File: src/rtl/an_code_pkg.sv
// Shared definitions for the AN-code decoders: default code parameters, the syndrome
// constant generator and the decoder state enumeration.
package an_code_pkg;

    localparam int unsigned DefNBits = 4;
    localparam int unsigned DefA     = 665;
    localparam int unsigned DefWBits = 14;

    typedef struct packed {
        logic [31:0] r;  // 2^i mod A
        logic [31:0] k;  // floor(2^i / A)
    } syn_entry_t;

    typedef enum logic [1:0] {
        StIdle,
        StDiv,
        StCorr,
        StDone
    } dec_state_e;

    function automatic syn_entry_t syn_entry(input int unsigned a, input int unsigned i);
        longint unsigned p;
        syn_entry_t      e;
        p   = 64'd1 << i;
        e.r = 32'(p % 64'(a));
        e.k = 32'(p / 64'(a));
        return e;
    endfunction

endpackage

File: src/rtl/an_sec_decoder_seq_if.sv
// Codeword-in / decoded-result-out handshake bundle for the sequential AN decoder.
interface an_sec_decoder_seq_if
    import an_code_pkg::*;
#(
    parameter int unsigned N_BITS = DefNBits,
    parameter int unsigned W_BITS = DefWBits
) ();

    localparam int unsigned PosBits = $clog2(W_BITS);

    logic               in_valid;
    logic               in_ready;
    logic [W_BITS-1:0]  in_w;
    logic               out_valid;
    logic               out_ready;
    logic [N_BITS-1:0]  out_n;
    logic               out_corrected;
    logic               out_uncorrectable;
    logic [PosBits-1:0] out_err_pos;
    logic               out_err_neg;

    modport master (
        output in_valid, in_w, out_ready,
        input  in_ready, out_valid, out_n, out_corrected, out_uncorrectable,
               out_err_pos, out_err_neg
    );

    modport slave (
        input  in_valid, in_w, out_ready,
        output in_ready, out_valid, out_n, out_corrected, out_uncorrectable,
               out_err_pos, out_err_neg
    );

endinterface

File: src/rtl/an_mod_divider_seq.sv
// Restoring divider by the constant A: one quotient bit per cycle, MSB first.
module an_mod_divider_seq
    import an_code_pkg::*;
#(
    parameter int unsigned W_BITS = DefWBits,
    parameter int unsigned A      = DefA
) (
    input  logic              clk,
    input  logic              rst,
    input  logic              start,
    input  logic [W_BITS-1:0] dividend,
    output logic              done,
    output logic [W_BITS-1:0] quotient,
    output logic [W_BITS-1:0] remainder
);

    localparam int unsigned   CntBits = $clog2(W_BITS);
    localparam logic [W_BITS:0] Divisor = (W_BITS + 1)'(A);

    logic [W_BITS-1:0]  shift_q;
    logic [W_BITS-1:0]  quot_q;
    logic [W_BITS-1:0]  rem_q;
    logic [CntBits-1:0] cnt_q;
    logic               busy_q;

    logic [W_BITS:0]    trial;
    logic               fits;
    logic [W_BITS:0]    diff;
    logic [W_BITS-1:0]  rem_d;

    always_comb begin
        trial = {rem_q, shift_q[W_BITS-1]};
        fits  = trial >= Divisor;
        diff  = trial - Divisor;
        rem_d = fits ? diff[W_BITS-1:0] : trial[W_BITS-1:0];
    end

    // High during the final iteration; quotient/remainder are final from the next cycle.
    assign done      = busy_q && (cnt_q == '0);
    assign quotient  = quot_q;
    assign remainder = rem_q;

    always_ff @(posedge clk or posedge rst) begin
        if (rst) begin
            shift_q <= '0;
            quot_q  <= '0;
            rem_q   <= '0;
            cnt_q   <= '0;
            busy_q  <= 1'b0;
        end else if (start) begin
            shift_q <= dividend;
            quot_q  <= '0;
            rem_q   <= '0;
            cnt_q   <= CntBits'(W_BITS - 1);
            busy_q  <= 1'b1;
        end else if (busy_q) begin
            shift_q <= {shift_q[W_BITS-2:0], 1'b0};
            quot_q  <= {quot_q[W_BITS-2:0], fits};
            rem_q   <= rem_d;
            if (cnt_q == '0) begin
                busy_q <= 1'b0;
            end else begin
                cnt_q <= cnt_q - 1'b1;
            end
        end
    end

endmodule

File: src/rtl/an_sec_decoder_seq.sv
// Sequential AN-code single-error-correcting decoder: divide W by A, then correct a
// single +/-2^i error from the remainder syndrome.
module an_sec_decoder_seq
    import an_code_pkg::*;
#(
    parameter int unsigned N_BITS = DefNBits,
    parameter int unsigned A      = DefA,
    parameter int unsigned W_BITS = DefWBits
) (
    input logic                 clk,
    input logic                 rst,
    an_sec_decoder_seq_if.slave bus
);

    localparam int unsigned PosBits  = $clog2(W_BITS);
    localparam int unsigned CalcBits = W_BITS + 2;

    dec_state_e         state;
    logic               in_ready_q;
    logic               out_valid_q;
    logic [N_BITS-1:0]  out_n_q;
    logic               out_corrected_q;
    logic               out_uncorrectable_q;
    logic [PosBits-1:0] out_err_pos_q;
    logic               out_err_neg_q;

    logic               div_start;
    logic               div_done;
    logic [W_BITS-1:0]  quot;
    logic [W_BITS-1:0]  rem;

    assign div_start = (state == StIdle) && bus.in_valid;

    an_mod_divider_seq #(
        .W_BITS (W_BITS),
        .A      (A)
    ) u_div (
        .clk       (clk),
        .rst       (rst),
        .start     (div_start),
        .dividend  (bus.in_w),
        .done      (div_done),
        .quotient  (quot),
        .remainder (rem)
    );

    logic [W_BITS-1:0] syn_r     [W_BITS];
    logic [W_BITS-1:0] syn_neg_r [W_BITS];
    logic [W_BITS-1:0] syn_k     [W_BITS];

    for (genvar i = 0; i < W_BITS; i++) begin : g_syn
        localparam syn_entry_t Entry = syn_entry(A, i);
        assign syn_r[i]     = W_BITS'(Entry.r);
        assign syn_neg_r[i] = W_BITS'(A - Entry.r);
        assign syn_k[i]     = W_BITS'(Entry.k);
    end

    logic               pos_hit;
    logic               neg_hit;
    logic [PosBits-1:0] hit_idx;
    logic [W_BITS-1:0]  hit_k;
    logic [CalcBits-1:0] q_ext;
    logic [CalcBits-1:0] k_ext;
    logic [CalcBits-1:0] n_calc;
    logic               n_in_range;
    logic               correctable;

    // Scanning downwards leaves the lowest matching index; positive scan runs last to win.
    always_comb begin
        pos_hit = 1'b0;
        neg_hit = 1'b0;
        hit_idx = '0;
        hit_k   = '0;
        for (int i = int'(W_BITS) - 1; i >= 0; i--) begin
            if (rem == syn_neg_r[i]) begin
                neg_hit = 1'b1;
                hit_idx = PosBits'(i);
                hit_k   = syn_k[i];
            end
        end
        for (int i = int'(W_BITS) - 1; i >= 0; i--) begin
            if (rem == syn_r[i]) begin
                pos_hit = 1'b1;
                hit_idx = PosBits'(i);
                hit_k   = syn_k[i];
            end
        end
        if (pos_hit) begin
            neg_hit = 1'b0;
        end

        q_ext = {2'b00, quot};
        k_ext = {2'b00, hit_k};
        if (pos_hit) begin
            n_calc = q_ext - k_ext;
        end else if (neg_hit) begin
            n_calc = q_ext + k_ext + CalcBits'(1);
        end else begin
            n_calc = q_ext;
        end
        // Two's-complement: sign bit clear and nothing above the N field.
        n_in_range  = !n_calc[CalcBits-1] && !(|n_calc[CalcBits-2:N_BITS]);
        correctable = (pos_hit || neg_hit) && n_in_range;
    end

    always_ff @(posedge clk or posedge rst) begin
        if (rst) begin
            state               <= StIdle;
            in_ready_q          <= 1'b1;
            out_valid_q         <= 1'b0;
            out_n_q             <= '0;
            out_corrected_q     <= 1'b0;
            out_uncorrectable_q <= 1'b0;
            out_err_pos_q       <= '0;
            out_err_neg_q       <= 1'b0;
        end else begin
            case (state)
                StIdle: begin
                    if (bus.in_valid) begin
                        state      <= StDiv;
                        in_ready_q <= 1'b0;
                    end
                end
                StDiv: begin
                    if (div_done) begin
                        state <= StCorr;
                    end
                end
                StCorr: begin
                    state               <= StDone;
                    out_valid_q         <= 1'b1;
                    out_n_q             <= n_calc[N_BITS-1:0];
                    out_corrected_q     <= correctable;
                    out_uncorrectable_q <= (rem != '0) && !correctable;
                    out_err_pos_q       <= correctable ? hit_idx : '0;
                    out_err_neg_q       <= correctable && neg_hit;
                end
                StDone: begin
                    if (bus.out_ready) begin
                        state       <= StIdle;
                        out_valid_q <= 1'b0;
                        in_ready_q  <= 1'b1;
                    end
                end
                default: state <= StIdle;
            endcase
        end
    end

    assign bus.in_ready          = in_ready_q;
    assign bus.out_valid         = out_valid_q;
    assign bus.out_n             = out_n_q;
    assign bus.out_corrected     = out_corrected_q;
    assign bus.out_uncorrectable = out_uncorrectable_q;
    assign bus.out_err_pos       = out_err_pos_q;
    assign bus.out_err_neg       = out_err_neg_q;

endmodule

File: src/flat_wrapper.sv
// flat-port wrapper written by rule: the top's interface ports become plain ports
module an_sec_decoder_seq_flat import an_code_pkg::*;
#(
    parameter int unsigned N_BITS = DefNBits,
    parameter int unsigned A      = DefA,
    parameter int unsigned W_BITS = DefWBits
)
  (clk, rst, bus_in_valid, bus_in_w, bus_out_ready, bus_in_ready, bus_out_valid, bus_out_n, bus_out_corrected, bus_out_uncorrectable, bus_out_err_pos, bus_out_err_neg);
  an_sec_decoder_seq_if #(.N_BITS(N_BITS), .W_BITS(W_BITS)) bus_i ();
  input logic clk;
  input logic rst;
  input wire logic [$bits(bus_i.in_valid)-1:0] bus_in_valid;
  input wire logic [$bits(bus_i.in_w)-1:0] bus_in_w;
  input wire logic [$bits(bus_i.out_ready)-1:0] bus_out_ready;
  output wire logic [$bits(bus_i.in_ready)-1:0] bus_in_ready;
  output wire logic [$bits(bus_i.out_valid)-1:0] bus_out_valid;
  output wire logic [$bits(bus_i.out_n)-1:0] bus_out_n;
  output wire logic [$bits(bus_i.out_corrected)-1:0] bus_out_corrected;
  output wire logic [$bits(bus_i.out_uncorrectable)-1:0] bus_out_uncorrectable;
  output wire logic [$bits(bus_i.out_err_pos)-1:0] bus_out_err_pos;
  output wire logic [$bits(bus_i.out_err_neg)-1:0] bus_out_err_neg;
  assign bus_i.in_valid = bus_in_valid;
  assign bus_i.in_w = bus_in_w;
  assign bus_i.out_ready = bus_out_ready;
  assign bus_in_ready = bus_i.in_ready;
  assign bus_out_valid = bus_i.out_valid;
  assign bus_out_n = bus_i.out_n;
  assign bus_out_corrected = bus_i.out_corrected;
  assign bus_out_uncorrectable = bus_i.out_uncorrectable;
  assign bus_out_err_pos = bus_i.out_err_pos;
  assign bus_out_err_neg = bus_i.out_err_neg;
  an_sec_decoder_seq #(.N_BITS(N_BITS), .A(A), .W_BITS(W_BITS)) u_core (.clk(clk), .rst(rst), .bus(bus_i));
endmodule
File: config.mk
export PLATFORM = sky130hd
export DESIGN_NAME = an_sec_decoder_seq_flat
export DESIGN_NICKNAME = d
export VERILOG_FILES = /design/src/rtl/an_code_pkg.sv /design/src/rtl/an_sec_decoder_seq_if.sv /design/src/rtl/an_mod_divider_seq.sv /design/src/rtl/an_sec_decoder_seq.sv /design/src/flat_wrapper.sv
export SDC_FILE = /design/constraint.sdc
export NUM_CORES = 1
export LEC_CHECK = 0
export CELL_PAD_IN_SITES_DETAIL_PLACEMENT = 1
export CELL_PAD_IN_SITES_GLOBAL_PLACEMENT = 1
export CORE_MARGIN = 2
export CORE_UTILIZATION = 46
export CTS_CLUSTER_DIAMETER = 120
export DETAILED_ROUTE_END_ITERATION = 7
export PLACE_DENSITY_LB_ADDON = 0.08
export SLEW_MARGIN = 10
export SYNTH_ARGS = -nofsm -noshare
export SYNTH_HDL_FRONTEND = slang
export SYNTH_HIERARCHICAL = 1
export SYNTH_SLANG_ARGS = --single-unit
File: constraint.sdc
create_clock -name clk -period 4.5 [get_ports clk]
set_input_delay 1.125 -clock clk [delete_from_list [all_inputs] [get_ports clk]]
set_output_delay 1.125 -clock clk [all_outputs]
set_load 0.01 [all_outputs]
After elaboration in Yosys (flattened, before gate mapping)
Index checks and enable logic that the tools add are counted.

$lt $le $gt $ge: 1. Multiplexer cells: 110. $add $sub $neg: 5. Equality and inequality tests: 35. Reduce and logical (&&, ||, !) cells: 21.

Operators with widths (number): 4-bit two-way mux (60); 14-bit by 10-bit equality test with 1-bit output (second input constant) (11); 14-bit two-way mux (7); 14-bit by 9-bit equality test with 1-bit output (second input constant) (5); 14-bit by 8-bit equality test with 1-bit output (second input constant) (3); 1-bit two-way mux (35); 16-bit two-way mux (2); 14-bit by 6-bit equality test with 1-bit output (second input constant) (2); 14-bit by 7-bit equality test with 1-bit output (second input constant) (2); 16-bit by 1-bit adder with 16-bit output (second input constant) (1); 14-bit by 4-bit adder with 15-bit output (1); 15-bit by 10-bit >= comparator with 1-bit output (second input constant) (1); 14-bit by 4-bit subtractor with 15-bit output (1); 14-bit by 1-bit equality test with 1-bit output (second input constant) (1); 14-bit by 2-bit equality test with 1-bit output (second input constant) (1); 14-bit by 3-bit equality test with 1-bit output (second input constant) (1); 14-bit by 4-bit equality test with 1-bit output (second input constant) (1); 14-bit by 5-bit equality test with 1-bit output (second input constant) (1); 14-bit nonzero test (1); 14-bit by 10-bit subtractor with 14-bit output (second input constant) (1); 11-bit OR reduction (1); 2-bit one-hot mux with 4 select lines (1); 1-bit logical AND (6); 2-bit two-way mux (3); 13 further kinds (23).

Output and inout port bits: 13. Register bits after elaboration: 62. Logic and storage cells: 185. Input bits: 18.

Longest topological paths before layout
Gate-level depths: netlist of run 1.

Depth in word-level cells: 39. Gate-level depth with buffers: 18.

Hierarchy
The synthesis of run 1 kept the hierarchy.

By module, submodules not included: an_mod_divider_seq (cells each 248, sequential area each 1176.1 µm², area an instance 2441.1 µm², instances 1); an_sec_decoder_seq (cells each 292, sequential area each 376.6 µm², area an instance 2348.5 µm², instances 1).

Least setup slack after synthesis of run 1
OpenSTA, ideal clock, no wires.

Path kind: register -> register. Start point: reg u_core.u_div.rem_q[4], in the netlist u_core/u_div/remainder[4]. End point: reg u_core.out_err_pos_q[0], in the netlist u_core/bus.out_err_pos[0]. Buffers on the path: 1. Setup slack: 621 ps. Required time: 4404 ps. Period minus slack after synthesis: 3879 ps. Data arrival time: 3783 ps. Stages on the path, launching flop included: 17. Cell sequence: dfrtp_1 buf_2 nor4bb_1 nand2_1 o22ai_1 or2_2 inv_1 ha_1 fa_1 nor2_1 nor2_1 nor2_1 nor2_1 or4_4 a2111oi_4 nand4_4 o32ai_2.

Cells in the longest elaborated chain, start to end: 38. Elaborated cells on any way between the ends: 125. Those cells by class: 3 x add/sub; 28 x eq/ne; 88 x mux; 6 x reduce/logical.

Ends and longest elaborated chain: start: declaration (line an_mod_divider_seq.sv:22) `logic [W_BITS-1:0] rem_q;`; start signal: assignment (line an_mod_divider_seq.sv:59) `rem_q <= rem_d;`; 14-bit by 9-bit equality test with 1-bit output (line an_sec_decoder_seq.sv:75) `if (rem == syn_neg_r[i]) begin`; 4-bit two-way mux (14 in series) (line an_sec_decoder_seq.sv:75); 4-bit two-way mux (14 in series) (line an_sec_decoder_seq.sv:82) `if (rem == syn_r[i]) begin`; 14-bit by 4-bit adder with 15-bit output (line an_sec_decoder_seq.sv:97) `n_calc = q_ext + k_ext + CalcBits'(1);`; 16-bit by 1-bit adder with 16-bit output (line an_sec_decoder_seq.sv:97); 16-bit two-way mux (line an_sec_decoder_seq.sv:96) `end else if (neg_hit) begin`; 16-bit two-way mux (line an_sec_decoder_seq.sv:94) `if (pos_hit) begin`; 11-bit OR reduction (line an_sec_decoder_seq.sv:102) `n_in_range = !n_calc[CalcBits-1] && !(|n_calc[CalcBits-2:N_BITS]);`; 1-bit logical NOT (line an_sec_decoder_seq.sv:102); 1-bit logical AND (line an_sec_decoder_seq.sv:102); 1-bit logical AND (line an_sec_decoder_seq.sv:103) `correctable = (pos_hit || neg_hit) && n_in_range;`; 4-bit two-way mux * (line an_sec_decoder_seq.sv:135) `out_err_pos_q <= correctable ? hit_idx : '0;`; end signal: assignment (line an_sec_decoder_seq.sv:135); end: declaration (line an_sec_decoder_seq.sv:24) `logic [PosBits-1:0] out_err_pos_q;`.

Every way passes the cells marked *; elsewhere a longest branch is shown, timed or not. A chain may end at the register's enable or synchronous reset.

Worst setup path in the final report of run 1
Start point: reg u_core.u_div.rem_q[12], in the netlist u_core/u_div/remainder[12]. End point: reg u_core.out_err_pos_q[3], in the netlist u_core/bus.out_err_pos[3].

Same word-level chain as after synthesis.

==> qor.yml, run 1 <==
timing:
  worstMarginPinSlew_ns: 0.981
  setup_ws_ns: 0.339
  hold_viol: 0
  slew_headroom: 0.345
  fmax_mhz: 240
  finalSetupViolCount: 0
  grt_setup_unrepaired: "false"
  finalSetupTns_ns: 0
  timing.final.crit_share: 0.925
  report.final.slew_viol_count: 0
  skew_ns: 0.00996
  fin_crit_ns: 4.16
clocking:
  clock_latency_ns: 0.35
  cts-root-buf: "clkbuf_8"
  postCtsSetupBuffers: 0
  cts.hold.buffers_added: 0
  cts_max_level: 3
  numCtsBuffers: 9
  cts_tree: "yes"
  path_clk_slew_ns: 0.07
  cts_resized: 0
  cts_buffer_depth: 2
  cts.sinks: 62
routing:
  via_per_inst: 5.85
  remaining_drc_errors: 0
  drt_wl_total_mm: 12.7
  antenna_left: 0
  drtPass1Iterations: 4
  drt_iter0_markers: 144
  vias: 4184
  routedWlPerCell_um: 17.8
cells_and_area:
  stdcell_area_mm2: 0.00551
  nets: 610
  final_common_cell: "dfrtp_1"
  fillers: 1212
  diodes: 0
  drive_gt1_frac: 0.147
  syn2layout_area_growth_pct: 15.1
  mostFrequentLayoutCells: "dfrtp_1 (60), nor2_1 (56), nand2_1 (45)"
floorplan:
  core_mm2: 0.0102
  io_pins: 31
  die_width_um: 106
  die_h_um: 106
  start_util: 0.468
  die_area_mm2: 0.0112
  row_count: 37
setup_path:
  r2r_cells: 16
  arrival_ns: 4.42
  worstReg2RegEnd: "u_core/bus.out_err_pos[3]$_DFFE_PP0P_"
  crit_required_ns: 4.76
  crit_fanout: 12
  ff2ff_setup_slack_ns: 0.34
  endpoint: "u_core/bus.out_err_pos[3]$_DFFE_PP0P_"
  cp-end-kind: "flip-flop"
  r2r_start: "u_core/u_div/remainder[12]$_DFFE_PP0P_"
  critPathKind: "reg2reg"
  startpoint_type: "flip-flop"
  cp-startpoint: "u_core/u_div/remainder[12]$_DFFE_PP0P_"
pwr:
  swShare: 0.467
  p_leak_nw: 2.31
  power_frac_clock: 0.161
  ir_worst_vdd_uv: 313
  internal_power_mw: 1.96
  p_per_area_mw_per_mm2: 667
  pwr-share-comb: 0.538
  seqPwrFrac: 0.302
  p_sw_mw: 1.72
hold_path:
  holdCritPathClass: "reg2reg"
yosys:
  synthArstFlopShare: 1.00
  synth_edf_count: 0
  ys_seq_area_frac: 0.324
  yosys.cell_types.count: 89
  netlist_instances: 540
  synthFlopType: "dfrtp_1"
  yosys_register_bits: 62
  ys.warnings.count: 6
  syn_nets: 576
  avgSynthCellArea_um2: 8.87
  synth_area_mm2: 0.00479
placed_design:
  port-buffer-count: 30
  gp_congestion: 0.903
  pre_cts_slack_ns: 0.342
  dp_hpwl_mm: 9.36
  place_area_mm2: 0.00527
grt:
  overflow: 0
  grt.total_usage: 0.238
  grt_pass1_wl_mm: 21.5
  antenna_found_initial: 0
  grt_max_degree: 48
  grt_pass1_vias: 4401
job:
  max_cap_viol_count: 0
status:
  outcome: "finished clean"
[logic make-up (layout without fill, tap and decap cells)]
family          after synthesis  in the layout  share of synthesized area
compound gates              141            141                      0.229
xor+xnor                     11             11                     0.0201
fa+ha+maj                    19             19                     0.0525
buf+inv                      65            104                     0.0593
flops                        62             62                      0.324
mux                          30             30                     0.0630
simple gates                212            212                      0.252
[per-layer routing]
metal  vias to the layer above  part of all wire  global-route usage
met4                         0             0.018              0.0771
li1                       2039                 -                   -
met1                      2051              0.46               0.301
met5                         -                 0                   0
met3                        21             0.028              0.0386
met2                        73              0.49               0.415
[how the worst min path moves through the flow]
stage,startpoint,end,slack [ns],cells after the start
3_3_place_gp,u_core/bus.out_err_pos[2]$_DFFE_PP0P_,u_core/bus.out_err_pos[2]$_DFFE_PP0P_,0.48,2
5_1_grt,u_core/bus.out_err_pos[2]$_DFFE_PP0P_,u_core/bus.out_err_pos[2]$_DFFE_PP0P_,0.56,2
3_5_place_dp,u_core/bus.out_err_pos[2]$_DFFE_PP0P_,u_core/bus.out_err_pos[2]$_DFFE_PP0P_,0.49,2
4_1_cts,u_core/bus.out_err_pos[2]$_DFFE_PP0P_,u_core/bus.out_err_pos[2]$_DFFE_PP0P_,0.51,2
2_1_floorplan,u_core/u_div/cnt_q[1]$_DFFE_PP0P_,u_core/u_div/cnt_q[1]$_DFFE_PP0P_,0.50,2
6_report,u_core/bus.out_err_pos[2]$_DFFE_PP0P_,u_core/bus.out_err_pos[2]$_DFFE_PP0P_,0.51,2
[final cells by class]
cell class                 count  area [µm²]  share of cell area
sequential                    62        1550               0.282
clock inverter                 4        77.6              0.0141
timing repair buffer          51         458              0.0831
inverter                      37         139              0.0252
multi-input combinational    413        2960               0.537
tap                          136         170              0.0309
clock buffer                  12         155              0.0281
[synthesized netlist by cell type, types with 6 or more instances]
master	instances	area share
a211oi_1	6	0.0094
a21oi_1	23	0.024
buf_2	8	0.0084
clkbuf_1	13	0.010
dfrtp_1	61	0.32
ha_1	16	0.042
inv_1	37	0.029
mux2i_1	29	0.061
nand2_1	45	0.035
nand2b_1	9	0.012
nand3_1	11	0.011
nor2_1	56	0.044
nor2b_1	10	0.013
nor3_1	9	0.0094
nor4_1	8	0.010
o21ai_0	39	0.041
or2_2	6	0.0078
or3_1	9	0.012
xnor2_1	6	0.011
[sequential cells by signal, summed over array words and instances (netlist names)]
register / flops
u_core/u_div/quotient: 14
u_core/u_div/remainder: 14
u_core/u_div/shift_q: 14
u_core/bus.out_err_pos: 4
u_core/bus.out_n: 4
u_core/u_div/cnt_q: 4
u_core/state: 2
u_core/bus.in_ready: 1
u_core/bus.out_corrected: 1
u_core/bus.out_err_neg: 1
u_core/bus.out_uncorrectable: 1
u_core/bus.out_valid: 1
u_core/u_div/busy_q: 1
[critical path, cell delays in order (launching register included)]
cell and delay, ns:
dfrtp_1 0.44, nor4_4 0.27, buf_4 0.23, nand2_1 0.13, o22ai_1 0.26, or2_2 0.21, inv_1 0.05, ha_1 0.20
fa_1 0.40, nor2_1 0.13, nor2_1 0.05, nor2_1 0.08, nor2_1 0.09, or4_4 0.56, a2111oi_4 0.43, nand4_4 0.23
o32ai_2 0.29
[metrics by stage]
stage	cells	utilization	power (mW)	hold WS [ns]
4_1_cts	715	0.538	3.69	0.509
2_1_floorplan	540	-	2.50	0.502
6_report	715	0.539	3.67	0.507
3_3_place_gp	699	0.515	3.00	0.479
3_5_place_dp	699	0.515	3.07	0.489
5_1_grt	715	0.539	3.98	0.556
[power by group through the flow]
stage | logic (mW) | clock network, mW | registers, mW
final | 1.98 | 0.590 | 1.11
after global routing | 2.20 | 0.623 | 1.16
after CTS | 1.98 | 0.602 | 1.11
after detailed placement | 1.96 | 0 | 1.11
after global placement | 1.90 | 0 | 1.09
after floorplan | 1.46 | 0 | 1.05
Note: power is estimated with default switching activity, not from simulation.
==> run 2, diff against run 1 <==
--- a/config.mk
+++ b/config.mk
@@ -8,10 +8,12 @@
 export CELL_PAD_IN_SITES_DETAIL_PLACEMENT = 1
 export CELL_PAD_IN_SITES_GLOBAL_PLACEMENT = 1
 export CORE_MARGIN = 2
-export CORE_UTILIZATION = 46
+export CORE_UTILIZATION = 51
+export CTS_BUF_LIST = sky130_fd_sc_hd__clkbuf_4
 export CTS_CLUSTER_DIAMETER = 120
 export DETAILED_ROUTE_END_ITERATION = 7
 export PLACE_DENSITY_LB_ADDON = 0.08
+export SKIP_CTS_REPAIR_TIMING = 1
 export SLEW_MARGIN = 10
 export SYNTH_ARGS = -nofsm -noshare
 export SYNTH_HDL_FRONTEND = slang
==> constraint.sdc (replaced) <==
create_clock -name clk -period 5.07 [get_ports clk]
set_input_delay 1.2675 -clock clk [delete_from_list [all_inputs] [get_ports clk]]
set_output_delay 1.2675 -clock clk [all_outputs]
set_load 0.01 [all_outputs]
==> qor.yml, run 2 (synthesized netlist as in run 1, its figures left out) <==
clocking:
  cts-root-buf: "clkbuf_4"
  clock_latency_ns: 0.42
  cts_max_level: 3
  cts.sinks: 62
  numCtsBuffers: 9
  cts_buffer_depth: 2
  cts_tree: "yes"
  path_clk_slew_ns: 0.11
setup_path:
  crit_path_frequent_cell: "nor2_1"
  cp_num_buf_inv: 1
  ff2ff_setup_slack_ns: 0.52
  critPathKind: "reg2reg"
  cpMaxStageDelayCell: "dfrtp_1"
  critical_path.cell_chain: "nor4b_1 > nand2_1 > o22ai_1 > or2_2 > inv_1 > ha_1 > fa_1 > nor2_1 > nor2_1 > nor2_1 > nor2_1 > or4_4 > a2111oi_4 > nand4_4 > o32ai_2"
  arrival_ns: 4.87
  critical-path-max-stage-delay_ns: 0.67
  startpoint_type: "flip-flop"
  cp_top_family: "simple AND/OR/NAND/NOR gates"
  crit_required_ns: 5.39
  crit_fanout: 20
  cp-end-kind: "flip-flop"
timing:
  fmax_mhz: 220
  worstMarginPinSlew_ns: 0.980
  skew_ns: 0.0197
  fin_crit_ns: 4.55
  setup_ws_ns: 0.521
  timing.final.crit_share: 0.897
  hold-worst-slack_ns: 0.518
  slew_headroom: 0.346
  hold_viol: 0
  report.final.slew_viol_count: 0
  finalSetupTns_ns: 0
  grt_setup_unrepaired: "false"
  finalSetupViolCount: 0
grt:
  grt_pass1_wl_mm: 22.0
  overflow: 0
  grt.total_usage: 0.274
  grt_pass1_vias: 4385
  antenna_found_initial: 0
  grt_max_degree: 48
floorplan:
  io_pins: 31
  die_width_um: 101
  die_area_mm2: 0.0102
  row_count: 35
  die_h_um: 101
  start_util: 0.521
  core_mm2: 0.00920
status:
  outcome: "finished clean"
cells_and_area:
  syn2layout_area_growth_pct: 11.3
  nets: 600
  mostFrequentLayoutCells: "dfrtp_1 (60), nor2_1 (56), nand2_1 (45)"
  stdcell_area_mm2: 0.00533
  layout.cells.non_filler: 680
  final_common_cell: "dfrtp_1"
  diodes: 0
  drive_gt1_frac: 0.132
placed_design:
  place_area_mm2: 0.00517
  pre_cts_slack_ns: 0.645
  gp_congestion: 0.900
  dp_hpwl_mm: 9.50
  port-buffer-count: 30
  place_inst: 664
routing:
  drtPass1Iterations: 6
  drt_iter0_markers: 216
  routedWlPerCell_um: 19.1
  antenna_left: 0
  remaining_drc_errors: 0
  via_per_inst: 6.25
  drt_wl_total_mm: 13.0
  vias: 4250
hold_path:
  holdCritPathClass: "reg2reg"
pwr:
  p_leak_nw: 2.22
  p_per_area_mw_per_mm2: 586
  ir_worst_vdd_uv: 302
job:
  max_cap_viol_count: 0
==> run 2: cell types whose count changed in the layout (fill, tap and decap cells not counted) <==
cell        previous run  this run
clkbuf_8              11         0
buf_4                 21        11
clkbuf_4               0         9
clkinvlp_4             0         2
clkbuf_1               1         0
clkinv_2               0         1
nor4bb_1               1         2
nor4bb_2               1         0
==> run 2: metal layers <==
| layer | share of wire | wire length, µm | GRT usage | vias up |
|---|---|---|---|---|
| met5 | 0 | 0 | 0 | - |
| met4 | 0.016 | 204 | 0.0728 | 0 |
| met3 | 0.045 | 580 | 0.0361 | 21 |
| met2 | 0.51 | 6560 | 0.475 | 122 |
| met1 | 0.43 | 5640 | 0.361 | 2082 |
| li1 | - | - | - | 2025 |
==> run 2: cell type report <==
class / count / area, µm²
multi-input combinational: 413 / 2950
sequential: 62 / 1550
inverter: 37 / 139
fill: 1106 / 3860
tap: 111 / 139
clock inverter: 7 / 97.6
timing repair buffer: 41 / 383
clock buffer: 9 / 67.6
==> run 2: path summary, 6_finish.rpt <==
kind / end / start / cells past startpoint
min in group asynchronous: u_core/bus.out_valid$_DFFE_PP0P_ / rst / 2
worst min register to register: u_core/bus.out_err_pos[2]$_DFFE_PP0P_ / u_core/bus.out_err_pos[2]$_DFFE_PP0P_ / 2
worst max-delay path: u_core/bus.out_err_pos[3]$_DFFE_PP0P_ / u_core/u_div/remainder[0]$_DFFE_PP0P_ / 15
max in group asynchronous: u_core/u_div/busy_q$_DFF_PP0_ / rst / 2
worst max register to register: u_core/bus.out_err_pos[3]$_DFFE_PP0P_ / u_core/u_div/remainder[0]$_DFFE_PP0P_ / 15
worst min-delay path: u_core/bus.out_err_pos[2]$_DFFE_PP0P_ / u_core/bus.out_err_pos[2]$_DFFE_PP0P_ / 2
==> run 2: power by group <==
part           total [mW]  internal (mW)  switching [mW]
clock               0.406          0.201           0.205
sequential           1.07          0.700           0.368
combinational        1.65          0.692           0.958
==> run 2: through the flow <==
step | power (mW) | util
after global routing | 3.39 | 0.580
after CTS | 3.14 | 0.580
after global placement | 2.61 | 0.562
final | 3.12 | 0.580
after detailed placement | 2.70 | 0.562
after floorplan | 2.22 | -
==> run 2: worst reg2reg max path, cell delays in order, from the launching register on <==
cell and delay [ns]:
dfrtp_1 0.67, nor4b_1 0.61, nand2_1 0.11, o22ai_1 0.31
or2_2 0.22, inv_1 0.05, ha_1 0.21, fa_1 0.42
nor2_1 0.15, nor2_1 0.05, nor2_1 0.08, nor2_1 0.10
or4_4 0.56, a2111oi_4 0.42, nand4_4 0.22, o32ai_2 0.30
==> run 3, diff against run 2 <==
--- a/config.mk
+++ b/config.mk
@@ -6,9 +6,9 @@
 export NUM_CORES = 1
 export LEC_CHECK = 0
 export CELL_PAD_IN_SITES_DETAIL_PLACEMENT = 1
-export CELL_PAD_IN_SITES_GLOBAL_PLACEMENT = 1
+export CELL_PAD_IN_SITES_GLOBAL_PLACEMENT = 2
 export CORE_MARGIN = 2
-export CORE_UTILIZATION = 51
+export CORE_UTILIZATION = 40
 export CTS_BUF_LIST = sky130_fd_sc_hd__clkbuf_4
 export CTS_CLUSTER_DIAMETER = 120
 export DETAILED_ROUTE_END_ITERATION = 7
==> qor.yml, run 3 (synthesized netlist as in run 1, its figures left out) <==
status:
  outcome: "finished clean"
timing:
  skew_ns: 0.00722
  slew_headroom: 0.465
  worstMarginPinSlew_ns: 0.802
  report.final.slew_viol_count: 0
  hold_viol: 0
  fin_crit_ns: 4.36
  setup_ws_ns: 0.709
  grt_setup_unrepaired: "false"
  fmax_mhz: 229
  finalSetupViolCount: 0
  finalSetupTns_ns: 0
  timing.final.crit_share: 0.860
grt:
  overflow: 0
  grt_pass1_wl_mm: 22.1
  grt_pass1_vias: 4322
  antenna_found_initial: 0
  grt.total_usage: 0.214
  grt_max_degree: 41
placed_design:
  pre_cts_slack_ns: 0.711
  gp_congestion: 0.921
  dp_hpwl_mm: 9.63
  port-buffer-count: 30
  place_inst: 699
setup_path:
  startpoint_type: "flip-flop"
  crit_path_frequent_cell: "nor2_1"
  critical-path-max-stage-delay_ns: 0.73
  critical_path.cell_chain: "and2b_1 > nand3_1 > o22ai_1 > or2_2 > inv_1 > ha_1 > fa_1 > nor2_1 > nor2_1 > nor2_1 > nor2_1 > or4_4 > a2111oi_4 > nand4_4 > o32ai_2"
  arrival_ns: 4.69
  crit_fanout: 19
  critPathKind: "reg2reg"
  cpMaxStageDelayCell: "dfrtp_1"
  crit_required_ns: 5.40
  cp-end-kind: "flip-flop"
cells_and_area:
  drive_gt1_frac: 0.136
  multi_input_area_mm2: 0.00295
  final_common_cell: "dfrtp_1"
  regArea_mm2: 0.00155
  fillers: 1353
  layout.cells.non_filler: 715
  mostFrequentLayoutCells: "dfrtp_1 (60), nor2_1 (56), nand2_1 (45)"
  diodes: 0
  syn2layout_area_growth_pct: 12.2
  nets: 603
clocking:
  cts_tree: "yes"
  cts_max_level: 3
  cts-root-buf: "clkbuf_4"
  clock_latency_ns: 0.42
  cts_buffer_depth: 2
  numCtsBuffers: 9
  cts.sinks: 62
  path_clk_slew_ns: 0.10
routing:
  antenna_left: 0
  drt_wl_total_mm: 12.8
  drt_iter0_markers: 161
  drtPass1Iterations: 4
  via_per_inst: 5.85
  routedWlPerCell_um: 17.9
  remaining_drc_errors: 0
  vias: 4183
floorplan:
  core_mm2: 0.0116
  row_count: 39
  start_util: 0.414
  die_width_um: 113
  io_pins: 31
  die_area_mm2: 0.0129
  die_h_um: 113
pwr:
  ir_worst_vdd_uv: 239
  p_per_area_mw_per_mm2: 569
  p_leak_nw: 2.23
job:
  max_cap_viol_count: 0
hold_path:
  holdCritPathClass: "reg2reg"
## run 3: through the flow
step                total power [mW]  cell area (µm²)  hold slack (ns)   util
CTS                             3.08             5370            0.513  0.465
detailed placement              2.70             5230            0.488  0.452
floorplan                       2.22             4790            0.502      -
finish                          3.06             5370            0.503  0.465
global placement                2.64             5230            0.480  0.452
global route                    3.35             5370            0.541  0.465
## run 3: path summary, 6_finish.rpt
path	from	to	slack, ns	cells after the start
setup / recovery	u_core/u_div/remainder[2]$_DFFE_PP0P_	u_core/bus.out_err_pos[3]$_DFFE_PP0P_	0.71	15
hold / removal	u_core/bus.out_err_pos[2]$_DFFE_PP0P_	u_core/bus.out_err_pos[2]$_DFFE_PP0P_	0.50	2
setup reg to reg	u_core/u_div/remainder[2]$_DFFE_PP0P_	u_core/bus.out_err_pos[3]$_DFFE_PP0P_	0.71	15
hold reg to reg	u_core/bus.out_err_pos[2]$_DFFE_PP0P_	u_core/bus.out_err_pos[2]$_DFFE_PP0P_	0.50	2
max in group asynchronous	rst	u_core/u_div/busy_q$_DFF_PP0_	3.12	3
min in group asynchronous	rst	u_core/u_div/quotient[8]$_DFFE_PP0P_	1.23	2
## run 3: critical path: cells and delay by family (launching register included)
kind	cells	cell delay, ns
buf+inv	1	0.05
fa+ha+maj	2	0.61
simple gates	9	1.82
flops	1	0.73
compound gates	3	1.03
## run 3: layout make-up
type,instances,share of cell area
Clock buffer,13,0.0182
Multi-Input combinational cell,413,0.549
Sequential cell,62,0.289
Tap cell,143,0.0333
Inverter,37,0.0258
Clock inverter,3,0.00861
Timing Repair Buffer,44,0.0754
## run 3: where the power goes
part | switching (mW) | internal, mW
Sequential | 0.321 | 0.701
Clock | 0.194 | 0.174
Combinational | 0.964 | 0.703
Total | 1.48 | 1.58
## run 3: routing by layer
metal	routed length (µm)	up-vias	global-route usage	share of wire
li1	-	2024	-	-
met1	5970	2069	0.283	0.47
met2	6180	76	0.359	0.48
met3	484	14	0.0430	0.038
met4	200	0	0.0585	0.016
met5	0	-	0	0
